[src/rtl/can_tx_scheduler_pkg.sv]
// Shared types for the CAN transmit scheduler: mailbox layout, FSM states and
// the arbitration key used to order pending mailboxes.
package can_tx_scheduler_pkg;

    localparam int unsigned KEY_W = 32;

    typedef struct packed {
        logic [10:0]     id_std;
        logic [17:0]     id_ext;
        logic            ide;
        logic            rtr;
        logic [3:0]      dlc;
        logic [0:7][7:0] data;
        logic [14:0]     crc;
    } can_mbox_t;

    typedef enum logic [2:0] {
        IDLE,
        SELECT,
        LAUNCH,
        BUSY,
        COMPLETE,
        FAIL
    } sched_state_t;

    // Bit order follows the on-wire arbitration field: SRR/RTR, IDE, ext ID, RTR.
    function automatic logic [KEY_W-1:0] can_arb_key(input can_mbox_t m);
        return {m.id_std,
                m.ide ? 1'b1 : m.rtr,
                m.ide,
                m.ide ? m.id_ext : 18'h0,
                m.ide ? m.rtr : 1'b0};
    endfunction

endpackage

[src/rtl/can_tx_scheduler_prio_sel.sv]
// Combinational minimum-key finder over the pending mailboxes; ties resolve to
// the lowest index.
module can_tx_prio_sel
    import can_tx_scheduler_pkg::*;
#(
    parameter  int unsigned N_MBOX = 4,
    localparam int unsigned IDX_W  = $clog2(N_MBOX)
) (
    input  logic [N_MBOX-1:0] i_req,
    input  logic [KEY_W-1:0]  i_key [N_MBOX],
    output logic [IDX_W-1:0]  o_idx,
    output logic              o_valid
);

    logic [KEY_W-1:0] w_best_key;

    always_comb begin
        o_idx      = '0;
        o_valid    = 1'b0;
        w_best_key = '0;
        for (int unsigned i = 0; i < N_MBOX; i++) begin
            if (i_req[i] && (!o_valid || i_key[i] < w_best_key)) begin
                o_valid    = 1'b1;
                o_idx      = IDX_W'(i);
                w_best_key = i_key[i];
            end
        end
    end

endmodule

[src/rtl/can_tx_scheduler.sv]
// Transmit mailbox scheduler: selects the lowest-key pending mailbox, hands it to
// the CAN transmitter and handles retry, abort and bus-off.
module can_tx_scheduler
    import can_tx_scheduler_pkg::*;
#(
    parameter  int unsigned N_MBOX    = 4,
    parameter  int unsigned MAX_RETRY = 0,
    localparam int unsigned IDX_W     = $clog2(N_MBOX)
) (
    input  logic              clk,
    input  logic              rst_n,
    input  logic              sample_point,
    input  logic              wr_en,
    input  logic [IDX_W-1:0]  wr_idx,
    input  logic [10:0]       wr_id_std,
    input  logic [17:0]       wr_id_ext,
    input  logic              wr_ide,
    input  logic              wr_rtr,
    input  logic [3:0]        wr_dlc,
    input  logic [63:0]       wr_data,
    input  logic [14:0]       wr_crc,
    input  logic [N_MBOX-1:0] abort_req,
    input  logic              tx_done,
    input  logic              arb_lost,
    input  logic              bus_off,
    output logic              start_tx,
    output logic [10:0]       tx_id_std,
    output logic [17:0]       tx_id_ext,
    output logic              tx_ide,
    output logic              tx_rtr1,
    output logic              tx_rtr2,
    output logic              tx_remote_req,
    output logic [3:0]        tx_dlc,
    output logic [14:0]       tx_crc,
    output logic [7:0]        tx_data [0:7],
    output logic [N_MBOX-1:0] pending,
    output logic [N_MBOX-1:0] tx_ok,
    output logic [N_MBOX-1:0] tx_fail,
    output logic              wr_reject,
    output logic              busy,
    output logic [IDX_W-1:0]  active_idx
);

    localparam logic [15:0] RETRY_LIM = 16'(MAX_RETRY);

    sched_state_t      r_state, w_state_nxt;
    can_mbox_t         r_mbox [N_MBOX];
    logic [N_MBOX-1:0] r_pending, r_tx_ok, r_tx_fail;
    logic              r_wr_reject, r_abort_pend;
    logic [IDX_W-1:0]  r_active_idx;
    logic [15:0]       r_retry_cnt;
    logic [10:0]       r_id_std;
    logic [17:0]       r_id_ext;
    logic              r_ide, r_rtr1, r_rtr2, r_remote_req;
    logic [3:0]        r_dlc;
    logic [14:0]       r_crc;
    logic [7:0]        r_data [0:7];

    logic [KEY_W-1:0]  w_keys [N_MBOX];
    logic [N_MBOX-1:0] w_active_mask, w_wr_set, w_abort_eff, w_sel_req, w_fin_mask;
    logic [IDX_W-1:0]  w_sel_idx;
    logic              w_sel_valid, w_in_flight, w_wr_reject, w_wr_accept, w_abort_act;
    logic              w_sp_done, w_sp_lost, w_retry_hit;
    logic [15:0]       w_retry_inc;
    can_mbox_t         w_wr_frame, w_win;

    assign w_in_flight   = r_state inside {LAUNCH, BUSY, COMPLETE, FAIL};
    assign w_active_mask = w_in_flight ? (N_MBOX'(1) << r_active_idx) : '0;
    assign w_wr_reject   = wr_en && (r_state inside {LAUNCH, BUSY}) && (wr_idx == r_active_idx);
    assign w_wr_accept   = wr_en && !w_wr_reject;
    assign w_wr_set      = w_wr_accept ? (N_MBOX'(1) << wr_idx) : '0;
    // A write in the same clock shields its mailbox from the abort.
    assign w_abort_eff   = abort_req & ~w_active_mask & ~w_wr_set;
    assign w_abort_act   = |(abort_req & w_active_mask);
    assign w_sel_req     = r_pending & ~w_abort_eff;
    assign w_sp_done     = tx_done && sample_point;
    assign w_sp_lost     = arb_lost && sample_point;
    assign w_retry_inc   = r_retry_cnt + 16'd1;
    assign w_retry_hit   = (MAX_RETRY != 0) && (w_retry_inc == RETRY_LIM);
    assign w_fin_mask    = (!bus_off && (r_state inside {COMPLETE, FAIL}))
                           ? (N_MBOX'(1) << r_active_idx) : '0;
    assign w_win         = r_mbox[w_sel_idx];
    assign w_wr_frame    = '{id_std: wr_id_std, id_ext: wr_id_ext, ide: wr_ide, rtr: wr_rtr,
                             dlc: wr_dlc, data: wr_data, crc: wr_crc};

    always_comb begin
        for (int unsigned i = 0; i < N_MBOX; i++) begin
            w_keys[i] = can_arb_key(r_mbox[i]);
        end
    end

    can_tx_prio_sel #(.N_MBOX(N_MBOX)) u_prio_sel (
        .i_req   (w_sel_req),
        .i_key   (w_keys),
        .o_idx   (w_sel_idx),
        .o_valid (w_sel_valid)
    );

    always_ff @(posedge clk or negedge rst_n) begin
        if (!rst_n) r_state <= IDLE;
        else        r_state <= w_state_nxt;
    end

    always_comb begin
        w_state_nxt = r_state;
        if (bus_off) begin
            w_state_nxt = IDLE;
        end else begin
            unique case (r_state)
                IDLE:     if (|r_pending) w_state_nxt = SELECT;
                SELECT:   w_state_nxt = w_sel_valid ? LAUNCH : IDLE;
                LAUNCH:   if (sample_point) w_state_nxt = BUSY;
                BUSY: begin
                    if (w_sp_done)
                        w_state_nxt = COMPLETE;
                    else if (w_sp_lost)
                        w_state_nxt = (r_abort_pend || w_abort_act || w_retry_hit) ? FAIL : SELECT;
                end
                COMPLETE: w_state_nxt = IDLE;
                FAIL:     w_state_nxt = IDLE;
                default:  w_state_nxt = IDLE;
            endcase
        end
    end

    always_ff @(posedge clk or negedge rst_n) begin
        if (!rst_n) begin
            for (int unsigned i = 0; i < N_MBOX; i++) r_mbox[i] <= '0;
            for (int unsigned b = 0; b < 8; b++)      r_data[b] <= '0;
            r_pending    <= '0;
            r_tx_ok      <= '0;
            r_tx_fail    <= '0;
            r_wr_reject  <= 1'b0;
            r_abort_pend <= 1'b0;
            r_active_idx <= '0;
            r_retry_cnt  <= '0;
            r_id_std     <= '0;
            r_id_ext     <= '0;
            r_ide        <= 1'b0;
            r_rtr1       <= 1'b0;
            r_rtr2       <= 1'b0;
            r_remote_req <= 1'b0;
            r_dlc        <= '0;
            r_crc        <= '0;
        end else begin
            if (w_wr_accept) r_mbox[wr_idx] <= w_wr_frame;
            r_pending   <= (r_pending & ~w_fin_mask & ~w_abort_eff) | w_wr_set;
            r_tx_ok     <= (r_state == COMPLETE) ? w_fin_mask : '0;
            r_tx_fail   <= ((r_state == FAIL) ? w_fin_mask : '0) | (w_abort_eff & r_pending);
            r_wr_reject <= w_wr_reject;

            if (w_state_nxt inside {IDLE, SELECT}) r_abort_pend <= 1'b0;
            else if (w_abort_act)                  r_abort_pend <= 1'b1;

            if (!bus_off && r_state inside {COMPLETE, FAIL})
                r_retry_cnt <= '0;
            else if (!bus_off && r_state == BUSY && w_sp_lost && !w_sp_done)
                r_retry_cnt <= w_retry_inc;

            if (!bus_off && r_state == SELECT && w_sel_valid) begin
                r_active_idx <= w_sel_idx;
                r_id_std     <= w_win.id_std;
                r_id_ext     <= w_win.id_ext;
                r_ide        <= w_win.ide;
                r_rtr1       <= w_win.ide | w_win.rtr;
                r_rtr2       <= w_win.ide & w_win.rtr;
                r_remote_req <= w_win.rtr;
                r_dlc        <= (w_win.dlc > 4'd8) ? 4'd8 : w_win.dlc;
                r_crc        <= w_win.crc;
                for (int unsigned b = 0; b < 8; b++) r_data[b] <= w_win.data[b];
            end
        end
    end

    assign start_tx      = (r_state == LAUNCH) && !bus_off;
    assign busy          = (r_state != IDLE);
    assign pending       = r_pending;
    assign tx_ok         = r_tx_ok;
    assign tx_fail       = r_tx_fail;
    assign wr_reject     = r_wr_reject;
    assign active_idx    = r_active_idx;
    assign tx_id_std     = r_id_std;
    assign tx_id_ext     = r_id_ext;
    assign tx_ide        = r_ide;
    assign tx_rtr1       = r_rtr1;
    assign tx_rtr2       = r_rtr2;
    assign tx_remote_req = r_remote_req;
    assign tx_dlc        = r_dlc;
    assign tx_crc        = r_crc;
    assign tx_data       = r_data;

endmodule

[config.mk]
export PLATFORM = sky130hd
export DESIGN_NAME = can_tx_scheduler
export DESIGN_NICKNAME = d
export VERILOG_FILES = /design/src/rtl/can_tx_scheduler_pkg.sv /design/src/rtl/can_tx_scheduler_prio_sel.sv /design/src/rtl/can_tx_scheduler.sv
export SDC_FILE = /design/constraint.sdc
export NUM_CORES = 1
export LEC_CHECK = 0
export BUFFER_PORTS_ARGS = -buffer_cell sky130_fd_sc_hd__buf_2
export CAP_MARGIN = 25
export CORE_MARGIN = 10
export CORE_UTILIZATION = 45
export CTS_CLUSTER_DIAMETER = 60
export DETAILED_ROUTE_END_ITERATION = 7
export SETUP_SLACK_MARGIN = 0.1
export SKIP_LAST_GASP = 1
export SYNTH_ARGS = -nofsm -noshare
export SYNTH_HDL_FRONTEND = slang
export SYNTH_SLANG_ARGS = --single-unit
[constraint.sdc]
create_clock -name clk -period 12.82 [get_ports clk]
set_input_delay 2.564 -clock clk [delete_from_list [all_inputs] [get_ports clk]]
set_output_delay 2.564 -clock clk [all_outputs]
set_load 0.01 [all_outputs]
======== After elaboration in Yosys (flattened, before gate mapping) ========
Index checks and enable logic that the tools add are counted.
word-level totals
  bits in registers ....................... 591
  output and inout bits ................... 133
operators by class
  equal/unequal tests ..................... 7
  reduce and logical (&&, ||, !) cells .... 32
  bitwise logic cells ..................... 17
  order comparisons ....................... 7
  muxes and demuxes ....................... 44
  shift-type cells ........................ 2
operators by type and width
  cell                                                 number
  bitwise mux 456 bit                                  1
  two-way mux 114 bit                                  3
  binary-select mux 114 bit (select 2 bit)             1
  demux 114 bit (select 2 bit)                         1
  < comparator 32 bit                                  3
  two-way mux 32 bit                                   3
  two-way mux 18 bit                                   4
  bitwise AND 4 bit                                    7
  two-way mux 4 bit                                    6
  two-way mux 3 bit                                    6
  NOT 4 bit                                            4
  two-way mux 1 bit                                    15
  logical AND 1 bit                                    13
  one-hot mux 3 bit (4 select lines)                   1
  bitwise OR 4 bit                                     2
  nonzero test 2 bit                                   4
  OR reduction 4 bit                                   2
  << shifter 1 x 2 -> 4 bit, first input constant      2
  equality test 3 x 1 -> 1 bit, second input constant  2
  equality test 3 x 2 -> 1 bit, second input constant  2
  equality test 3 bit, second input constant           2
  >= comparator 3 bit, second input constant           2
  logical NOT 3 bit                                    2
  two-way mux 2 bit                                    3
  other kinds (10)                                     18

======== Depth between registers and ports, before layout ========
  depth in word-level cells ............... 30
  mapped depth ............................ 42
  mapped depth without buffers ............ 35

======== Hierarchy ========
Synthesis repeated with hierarchy kept, for this count alone.
unflattened totals
  cell total of the unflattened synthesis .. 1982
  area total of the unflattened synthesis .. 28640.0 um2
modules (own cells, without submodules)
  module            cells an instance  times used  area an instance (um2)  sequential area each (um2)
  can_tx_scheduler  1552               1           25380.6                 14789.2
  can_tx_prio_sel   430                1           3259.4                  0.0

======== Worst setup path after synthesis ========
OpenSTA, ideal clock, no wires.
  path type ............................... input-to-reg
  start ................................... input port wr_idx[1]
  end ..................................... register r_dlc[2], in the netlist tx_dlc[2]
  stages .................................. 38
  data arrival time ....................... 10.710 ns
  setup time .............................. 0.122 ns
  setup slack ............................. 1.988 ns
  path buffers ............................ 7
  cells stage by stage .................... nor3b_1 a221o_1 and2_1 clkbuf_1 nand2_1 ha_1 a211oi_1 o21ai_0 o221ai_1 nand4_1 o31ai_1 clkbuf_1 clkbuf_1 a21oi_1 ha_1 nand3_1 nor3_1 o21ai_0 [... 2 more ...] or2_2 nor2_1 buf_2 buf_1 clkbuf_1 nand2_1 o21ai_0 ha_1 and2_1 and4_1 nand4_1 or4_1 a311oi_1 or3_1 o22a_1 buf_2 mux2_4 a32o_1
between the ends
  cells in the longest elaborated chain, start to end .. 28
  elaborated cells between the ends (all ways) .. 39
RTL lines
  item                                                     RTL line                         RTL
  start: declaration                                       can_tx_scheduler.sv:14           input logic [IDX_W-1:0] wr_idx,
  equality test 2 bit                                      can_tx_scheduler.sv:69           assign w_wr_reject = wr_en && (r_state inside {LAUNCH, BUSY}) && (wr_idx == r_active_idx);
  logical AND 1 bit                                        can_tx_scheduler.sv:69
  logical NOT 1 bit                                        can_tx_scheduler.sv:70           assign w_wr_accept = wr_en && !w_wr_reject;
  logical AND 1 bit                                        can_tx_scheduler.sv:70
  two-way mux 4 bit (*)                                    can_tx_scheduler.sv:71           assign w_wr_set = w_wr_accept ? (N_MBOX'(1) << wr_idx) : '0;
  NOT 4 bit (*)                                            can_tx_scheduler.sv:73           assign w_abort_eff = abort_req & ~w_active_mask & ~w_wr_set;
  bitwise AND 4 bit (*)                                    can_tx_scheduler.sv:73
  NOT 4 bit (*)                                            can_tx_scheduler.sv:75           assign w_sel_req = r_pending & ~w_abort_eff;
  [... 11 more ...]                                        -
  logical OR 1 bit                                         can_tx_scheduler_prio_sel.sv:22  if (i_req[i] && (!o_valid || i_key[i] < w_best_key)) begin
  logical AND 1 bit                                        can_tx_scheduler_prio_sel.sv:22
  two-way mux 2 bit                                        can_tx_scheduler_prio_sel.sv:22
  NOT 2 -> 3 bit (implied by the code)                     can_tx_scheduler.sv:82           assign w_win = r_mbox[w_sel_idx];
  binary-select mux 114 bit (select 2 bit)                 can_tx_scheduler.sv:82
  two-way mux 114 bit (implied by the code) (2 in series)  can_tx_scheduler.sv:82
  greater-than comparator 4 bit                            can_tx_scheduler.sv:168          r_dlc <= (w_win.dlc > 4'd8) ? 4'd8 : w_win.dlc;
  two-way mux 4 bit                                        can_tx_scheduler.sv:168
  end signal: assignment                                   can_tx_scheduler.sv:168
  end: declaration                                         can_tx_scheduler.sv:55           logic [3:0] r_dlc;
Mark *: on every way between the ends. The rest lies on a longest branch, timed or not. The select of a mux whose other input is x is not followed.
A chain may end at the register's enable or synchronous reset.

======== Final worst setup path ========
  start ................................... input port wr_idx[0]
  end ..................................... register r_dlc[2], in the netlist tx_dlc[2]
Same word-level chain as after synthesis.

==> summary.md <==
| Metric | Value |
|---|---|
| Worst min path class | flip-flop to flip-flop |
| Syn Area/Cell | 11.5 um^2 |
| Number of CTS-inserted buffers | 68 |
| Post-DRT Antenna Nets | 0 |
| Critical Path Source | wr_idx[0] |
| #FFs+latches synth | 591 |
| Die area | 74200 um^2 |
| CTS tree | yes |
| Max-capacitance violation count | 0 |
| First-pass GRT wire length | 125000 um |
| Finish-stage setup viols | 0 |
| Filler Cells Inserted | 5614 |
| Hold Crit Start | tx_dlc[1] |
| 1st-iter DRT viols | 1354 |
| Die width | 272 um |
| Largest cells by area after synthesis | dfrtp_1, mux2_2, a21oi_1, ha_1, nor2_1 |
| Tot Pwr | 6.61 mW |
| Gpl congestion | 0.918 |
| Syn Std Cell Area | 28700 um^2 |
| I/O pin total | 260 |
| Pleak | 15.2 nW |
| Most common flop cell mapped by yosys | dfrtp_1 |
| Drt drc | 0 |
| H-tree depth | 3 |
| Inst Count DP | 3475 |
| Post-route insts no fill | 3597 |
| Antenna violations before repair | 14 |
| Synth area leader | dfrtp_1 |
| Worst r2r src | r_state[2] |
| Crit path time final | 11900 ps |
| Pin count of the biggest net entering global routing | 178 |
| R2R cell count | 34 |
| Mapped Nets | 2715 |
| Synth async-reset ratio | 1.00 |
| Period utilisation layout | 0.928 |
| DRT Pass-1 Iters | 5 |
| Crit path arrival time | 12380 ps |
| Insertion delay to the later sink of the worst-skew pair | 620 ps |
| Worst-path clk slew | 50 ps |
| Synth Warn # | 0 |
| Most common cell in the netlist | dfrtp_1 |
| Slowest stage delay, CP | 670 ps |
| Post-synthesis cell count | 2492 |
| EDFF count, synth | 0 |
| Core area | 63100 um^2 |
| Critical path type | input port to flip-flop |
| Library cells used by synthesis | 65 |
| Fin. max-slew vios | 0 |
| Tot GR Track Use | 0.212 |
| WP buf/inv | 4 |
| Clock skew | 26.3 ps |
| CP Capture Point | tx_dlc[2] |
| Least-Margin Pin Slew | 1030 ps |
| Hold Vio Cnt, Final | 0 |
| Via count | 20.5k |
| Area grow syn2layout | 15.4% |
| Power per cell area | 200 nW/um^2 |
| Port Buffers | 259 |
| Critical path required time | 13300 ps |
| Peak supply drop | 0.000129 V |
| Hold WS | 486 ps |
| Clk buf depth | 3 |
| Layout cells sized above 1 | 0.319 |
| GRT overflow | 0 |
| Root buffer cell | clkbuf_16 |
| Total stage count of the critical path | 33 |
| Post-DP HPWL | 51300 um |
| Slew headroom | 0.311 |
| Endpoint class of the critical path | flip-flop |
| CTS Sinks | 591 |
| DIE HEIGHT | 272 um |
| Worst Path Max Fanout | 26 |
| Number of global-route vias before repair | 21.5k |
| Nets | 2924 |
| Post-cts sizing count | 0 |
| Sum Neg Setup Slack | 0 ps |
| Sequential fraction of the synthesis area | 0.516 |
| Num rows | 92 |
| Starting Density | 0.455 |
| Crit-path slowest cell | or4_1 |
| Vias per cell | 5.69 |
| Flop2flop setup slack | 2120 ps |
| RSZ-0062 raised after global routing | false |
| Routed wire per std cell | 22.1 um |
| Worst r2r dst | tx_dlc[2] |
| Synth top area share | 0.516 |
| Total Routed Length | 79400 um |
| Run status | finished clean |
| Fmax | 0.0841 GHz |
| Element type at the critical path start | input port |
| Setup Fix Bufs, Post-CTS | 0 |
| Count of hold-fix buffers inserted at cts | 0 |
| Post-synth top cells | dfrtp_1, mux2_2, nor2_1, a21oi_1, clkbuf_1 |
| Critical path's top delay family | simple AND/OR/NAND/NOR gates |
[cells by family (layout without fill, tap and decap cells)]
group                      count (synthesis)  in the layout  synth area share
AOI/OAI and AO/OA                        515            515             0.114
xor gates and xnor gates                   2              2          0.000611
adders and majority gates                 96             96            0.0419
buffers and inverters                    177            432            0.0263
DFF                                      591            591             0.516
muxes                                    557            557             0.215
other                                      0              4                 0
and+or+nand+nor                          554            554            0.0867
[registers in the layout (all words and copies together), names as in the netlist, 2 cells and up]
register	count
tx_ok	4
tx_data	64
tx_fail	4
tx_crc	15
tx_dlc	4
r_mbox	456
pending	4
tx_id_ext	18
active_idx	2
tx_id_std	11
r_state	3
[per-stage QoR]
stage / setup WS, ps / instance area (um^2) / util
floorplan: 1990 / 28700 / -
global placement: 390 / 30800 / 0.489
detailed placement: 381 / 30900 / 0.489
CTS: 1000 / 33100 / 0.524
global route: 409 / 33100 / 0.525
finish: 925 / 33100 / 0.525
[where the power goes]
part / total, mW / internal, mW / switching, mW / leakage [nW]
sequential: 2.75 / 2.38 / 0.365 / 6.95
combinational: 1.96 / 0.920 / 1.04 / 7.16
clock: 1.90 / 1.10 / 0.796 / 1.07
[how the worst min path moves through the flow]
| stage | to | slack [ps] | depth (start not counted) |
|---|---|---|---|
| 3_5_place_dp | tx_dlc[0] | 480 | 2 |
| 6_report | tx_dlc[1] | 490 | 2 |
| 4_1_cts | tx_dlc[1] | 490 | 2 |
| 2_1_floorplan | r_abort_pend | 460 | 2 |
| 3_3_place_gp | tx_dlc[0] | 460 | 2 |
| 5_1_grt | r_mbox[284] | 510 | 1 |
[tightest hold or removal path: cells and delay by family, from the launching register on]
kind             cells  cell delay, ps
flip-flops           1             350
AND/OR/NAND/NOR      1              50
AO/OA/AOI/OAI        1              50
[area by class of cell]
cell class / instances / area [um^2] / area share
clock buffer: 96 / 1930 / 0.0582
clock inverter: 20 / 259 / 0.00782
antenna: 4 / 10.0 / 0.000302
tap: 846 / 1060 / 0.0320
timing repair buffer: 301 / 1790 / 0.0540
sequential: 591 / 14800 / 0.447
inverter: 15 / 56.3 / 0.00170
multi-input combinational: 1724 / 13200 / 0.399
[layer usage]
metal  vias up  wire length [um]  track usage
met4        20              2020       0.0629
met5         -               111            0
met3       144              4400       0.0490
met1     10443             33900        0.266
met2       468             39000        0.360
li1       9409                 -            -
[cells in the final DEF (no fill, tap or decap), drive strengths merged, types with 4 or more instances in the layout]
master | Yosys | routed
dfrtp | 591 | 591
mux2 | 457 | 457
buf | 56 | 301
nor2 | 280 | 280
a21oi | 262 | 262
nand2 | 104 | 104
a211o | 100 | 100
mux2i | 99 | 99
ha | 96 | 96
clkbuf | 106 | 96
and2 | 59 | 59
o21ai | 39 | 39
nand3 | 31 | 31
nand4 | 21 | 21
inv | 15 | 21
a31oi | 20 | 20
nor3 | 14 | 14
a21boi | 13 | 13
o211ai | 12 | 12
a21o | 11 | 11
clkinv | 0 | 11
a211oi | 9 | 9
o21a | 7 | 7
and3 | 6 | 6
or3 | 6 | 6
or2 | 5 | 5
o2111ai | 5 | 5
and4 | 5 | 5
nand2b | 5 | 5
diode | 0 | 4
nand3b | 4 | 4
or4 | 4 | 4
o22ai | 4 | 4
o31ai | 4 | 4
Power figures use the tool's default switching activity.
